`src/rtl/mul_unit.sv`:
```
// Multi-cycle shift-add multiplier: one multiplier bit per cycle, low-half product
// plus {Z,C,N,V} condition codes presented with a one-cycle done pulse.
module mul_unit #(
    parameter int unsigned WIDTH = 16,
    parameter int unsigned CNT_W = 5
) (
    input  logic             clock,
    input  logic             reset,
    input  logic             start,
    input  logic [WIDTH-1:0] a,
    input  logic [WIDTH-1:0] b,
    output logic             done,
    output logic             busy,
    output logic [WIDTH-1:0] result,
    output logic [3:0]       cc
);

    localparam int unsigned PW = 2 * WIDTH;

    typedef enum logic [1:0] {
        IDLE = 2'd0,
        CALC = 2'd1,
        DONE = 2'd2
    } state_t;

    state_t           state;
    logic [WIDTH-1:0] a_q;
    logic [WIDTH-1:0] b_q;
    logic [PW-1:0]    mcand;
    logic [WIDTH-1:0] mplier;
    logic [PW-1:0]    acc;
    logic [CNT_W-1:0] count;

    logic [PW-1:0]    acc_next;
    logic [PW-1:0]    sprod;
    logic [WIDTH-1:0] res_c;
    logic [3:0]       cc_c;
    logic             last_iter;

    // Final-iteration accumulator and flags, registered on the edge that enters DONE
    always_comb begin
        acc_next  = mplier[0] ? (acc + mcand) : acc;
        last_iter = (count == CNT_W'(WIDTH - 1));
        res_c     = acc_next[WIDTH-1:0];
        // Signed product by removing the unsigned weight of each negative operand's sign bit
        sprod     = acc_next
                  - (a_q[WIDTH-1] ? {b_q, WIDTH'(0)} : PW'(0))
                  - (b_q[WIDTH-1] ? {a_q, WIDTH'(0)} : PW'(0));
        cc_c[3]   = (res_c == WIDTH'(0));
        cc_c[2]   = |acc_next[PW-1:WIDTH];
        cc_c[1]   = res_c[WIDTH-1];
        cc_c[0]   = (sprod[PW-1:WIDTH] != {WIDTH{res_c[WIDTH-1]}});
    end

    always_ff @(posedge clock) begin
        if (reset) begin
            state  <= IDLE;
            done   <= 1'b0;
            busy   <= 1'b0;
            result <= '0;
            cc     <= '0;
            a_q    <= '0;
            b_q    <= '0;
            mcand  <= '0;
            mplier <= '0;
            acc    <= '0;
            count  <= '0;
        end else begin
            done <= 1'b0;
            case (state)
                IDLE: begin
                    if (start) begin
                        a_q    <= a;
                        b_q    <= b;
                        mcand  <= {WIDTH'(0), a};
                        mplier <= b;
                        acc    <= '0;
                        count  <= '0;
                        busy   <= 1'b1;
                        state  <= CALC;
                    end
                end
                CALC: begin
                    acc    <= acc_next;
                    mcand  <= mcand << 1;
                    mplier <= mplier >> 1;
                    count  <= count + CNT_W'(1);
                    if (last_iter) begin
                        result <= res_c;
                        cc     <= cc_c;
                        done   <= 1'b1;
                        state  <= DONE;
                    end
                end
                DONE: begin
                    busy  <= 1'b0;
                    state <= IDLE;
                end
                default: begin
                    busy  <= 1'b0;
                    state <= IDLE;
                end
            endcase
        end
    end

endmodule

```
`config.mk`:
```
export PLATFORM = sky130hd
export DESIGN_NAME = mul_unit
export DESIGN_NICKNAME = d
export VERILOG_FILES = /design/src/rtl/mul_unit.sv
export SDC_FILE = /design/constraint.sdc
export NUM_CORES = 1
export LEC_CHECK = 0
export ABC_AREA = 1
export CORE_MARGIN = 10
export CORE_UTILIZATION = 57
export CTS_BUF_LIST = sky130_fd_sc_hd__clkbuf_8
export DETAILED_ROUTE_END_ITERATION = 7
export HOLD_SLACK_MARGIN = 0.03
export PLACE_DENSITY = 0.74
export SLEW_MARGIN = 20
export SYNTH_ARGS = -nofsm -noshare
export SYNTH_HDL_FRONTEND = slang
export SYNTH_SLANG_ARGS = --single-unit
```
`constraint.sdc`:
```
create_clock -name clock -period 5.45 [get_ports clock]
set_clock_uncertainty 0.2 [all_clocks]
set_input_delay 1.09 -clock clock [delete_from_list [all_inputs] [get_ports clock]]
set_output_delay 1.09 -clock clock [all_outputs]
set_load 0.005 [all_outputs]
```
==> out/qor.txt <==
===============================================================================================
Run status                                                                         finished, final reports clean
Post-synth top area share                                                                 30.2%
Post-Route WL                                                                          27400 um
Pin count of the biggest net entering global routing                                         85
Leakage Power                                                                           4.87 nW
Combined flip-flop and latch cell area                                                2800 um^2
Area of combinational cells with multiple inputs                                      5590 um^2
Worst hold path depth                                                                         2
Leading register cell type out of synthesis                                        sky130_fd_sc_hd__dfxtp_1
Number of buffers and inverters on the critical path                                          6
Post-detailed-route via-to-cell ratio                                                      5.38
Critical hold path startpoint                                                        mplier[15]
Worst path arrival time                                                                 4.77 ns
Dominant cells by area after synthesis                                             sky130_fd_sc_hd__dfxtp_1 (30%), sky130_fd_sc_hd__nand2_1 (23%), sky130_fd_sc_hd__inv_1 (7.3%)
Fraction of final layout cells sized beyond drive strength 1                              7.56%
Worst reg2reg setup slack                                                               0.85 ns
Number of antenna violations at the first check in global routing                             0
Cells after synthesis                                                                      1464
Hold buffers post-CTS                                                                         0
Crit-path slowest cell                                                             sky130_fd_sc_hd__fa_1
Max Root-Sink Buffers                                                                         2
Worst min path class                                                               flop to flop
Die height                                                                               148 um
Io pins                                                                                      57
Number of antenna cells inserted                                                              0
TritonCTS clock tree                                                                       done
Hold endpoint                                                                        mplier[15]
Critical path fanouts, max                                                                    4
Peak per-stage delay on the critical path                                               0.41 ns
Worst VDD drop                                                                       0.000280 V
Total number of clock tree sinks                                                            140
FMAX                                                                                    218 MHz
#FFs+latches synth                                                                          140
Via total after detailed routing                                                           9273
Full die area                                                                        21800 um^2
Power density cells                                                                 238 nW/um^2
Final critical-path required period                                                     4.60 ns
Post-cts sizing count                                                                         0
Most area-hungry cell type in the Yosys netlist                                    sky130_fd_sc_hd__dfxtp_1
Insertion delay to the later sink of the worst-skew pair                                0.47 ns
Worst R2R Path Depth                                                                         32
CP Capture Type                                                                            flop
Clock root cell                                                                    sky130_fd_sc_hd__clkbuf_8
Top post-synthesis cells by count                                                  sky130_fd_sc_hd__nand2_1 (565), sky130_fd_sc_hd__inv_1 (180), sky130_fd_sc_hd__dfxtp_1 (140)
Standard-cell row count                                                                      46
Clock input transition at the sequential cells of the worst setup and hold paths        0.10 ns
Global Route Usage Sum                                                                    24.7%
Kind of critical path                                                              flop to flop
Net Count, Synth                                                                           1562
Antenna-violating nets left                                                                   0
Number of hold violations in the final report                                                 0
Unrepaired setup endpoints after global routing                                           false
Count of maximum capacitance violations                                                       0
Layout net count                                                                           1592
Placeable Area                                                                       15900 um^2
Leftover overflow at the end of global routing                                                0
Placer's final routability congestion estimate                                            0.992
Die boundary width                                                                       148 um
H-tree level count                                                                            4
Global-route wire length before repair                                                 43900 um
Filler cells                                                                               1533
Synth async-reset ratio                                                                      0%
Launch point of the worst reg-to-reg path                                              mcand[0]
Dominant cell by count in the synthesized netlist                                  sky130_fd_sc_hd__nand2_1
Reg-to-reg critical path endpoint                                                         cc[0]
Avg Inst Size Synth                                                                   6.35 um^2
Final core utilization                                                                    65.3%
Count of flip-flops with a built-in enable after synthesis                                    0
Tightest Pin Transition                                                                0.991 ns
TritonCTS Buffers                                                                            17
Unique masters post-synth                                                                    39
Post-synthesis instance area                                                          9290 um^2
Input/output buffers                                                                         56
Starting Density                                                                          58.3%
Worst hold slack across all endpoints                                                  0.267 ns
Area overhead of the layout relative to synthesis                                         12.0%
Post-route fraction of the period consumed by the critical path                           84.3%
Iteration-0 DRC Markers                                                                     729
Category of cells accounting for the largest share of critical-path delay          simple AND/OR/NAND/NOR gates
Cell with the most instances on the worst path                                     sky130_fd_sc_hd__nand2_1
Register area share after synthesis                                                       30.2%
Vias in the first global route                                                             8595
Final Setup Violations                                                                        0
Number of slew-limit violations in the final report                                           0
WP data required                                                                        5.62 ns
Total setup buffers inserted after CTS                                                        0
Crit path launch type                                                                      flop
Worst slew margin relative to its limit                                                   33.9%
Synthesis warning total                                                                       0
Average routed wire per standard cell                                                   15.9 um
Setup TNS after final layout                                                               0 ns
Detailed placement HPWL                                                                21100 um
Detailed Routing Iterations Pass 1                                                            6
Remaining design rule violation count                                                         0
===============================================================================================
## layout make-up
cell class / count / area share (%)
Tap cell: 216 / 2.60
Inverter: 190 / 6.85
Clock buffer: 17 / 2.25
Sequential cell: 140 / 26.9
Clock inverter: 15 / 1.91
Multi-Input combinational cell: 1083 / 53.7
Timing Repair Buffer: 62 / 5.79
## per-layer routing
layer | vias up | wire length, um | track usage [%]
met5 | - | 0 | 0
met2 | 365 | 12100 | 39.1
li1 | 4685 | - | -
met4 | 0 | 886 | 9.56
met1 | 4168 | 12300 | 31.9
met3 | 55 | 2150 | 5.86
## cells in the final DEF, fill, tap and decap left out, types with 8 or more instances in the layout
cell                                n
sky130_fd_sc_hd__dfxtp_1          140
sky130_fd_sc_hd__nand3_2            9
sky130_fd_sc_hd__inv_2              9
sky130_fd_sc_hd__a31oi_1           30
sky130_fd_sc_hd__ha_1              47
sky130_fd_sc_hd__nand2_2           19
sky130_fd_sc_hd__clkbuf_8          17
sky130_fd_sc_hd__nor3_1            12
sky130_fd_sc_hd__nand2_1          565
sky130_fd_sc_hd__nor2_1            62
sky130_fd_sc_hd__xor2_1            14
sky130_fd_sc_hd__nand3_1           79
sky130_fd_sc_hd__inv_1            180
sky130_fd_sc_hd__nand4_1           13
sky130_fd_sc_hd__clkdlybuf4s50_1   55
sky130_fd_sc_hd__nor2_2            15
sky130_fd_sc_hd__xnor2_1            8
sky130_fd_sc_hd__or2_2             13
sky130_fd_sc_hd__a21oi_1          110
sky130_fd_sc_hd__fa_1              16
sky130_fd_sc_hd__o21ai_1            8
sky130_fd_sc_hd__o21ai_0           27
## stage by stage
step / instance area (um^2) / power, mW / setup slack (ns) / std cells
global placement: 9980 / 1.59 / 0.942 / 1691
finish: 10400 / 2.47 / 0.854 / 1723
floorplan: 9290 / 1.46 / 1.43 / 1464
detailed placement: 9980 / 1.59 / 0.886 / 1691
global route: 10400 / 2.58 / 0.346 / 1723
CTS: 10400 / 2.48 / 0.856 / 1723
## logic make-up after synthesis
family / after synthesis / synth area share, %
AND/OR/NAND/NOR: 800 / 36.4
buffers and inverters: 241 / 9.88
AO/OA/AOI/OAI: 198 / 11.7
flip-flops: 140 / 30.2
adder cells (fa/ha/maj): 63 / 9.78
XOR/XNOR: 22 / 2.07
## worst max path at each step
stage	from	to	cells past startpoint
finish	mcand[0]	cc[0]	32
global route	mcand[0]	cc[0]	32
CTS	mcand[0]	cc[0]	29
detailed placement	acc[0]	cc[0]	28
global placement	mcand[0]	cc[0]	28
floorplan	mcand[0]	cc[0]	29
## where the power goes
group | leakage [nW] | switching, mW | total [mW] | internal, mW
combinational | 3.52 | 0.310 | 0.479 | 0.169
sequential | 1.14 | 0.0320 | 1.09 | 1.06
clock | 0.212 | 0.507 | 0.902 | 0.395
total | 4.87 | 0.850 | 2.47 | 1.62
## sequential cells by signal, summed over array words and instances (netlist names), 2 cells and up
name    flops
mplier     16
a_q        16
mcand      32
state       2
count       5
cc          4
acc        32
b_q        16
result     15
## worst register-to-register path: cells and delay by family, from the launching register on
family	cells	cell delay, ns
and+or+nand+nor	22	2.21
DFF	1	0.36
adders and majority gates	4	1.29
buffers and inverters	6	0.42
Power figures use the tool's default switching activity.
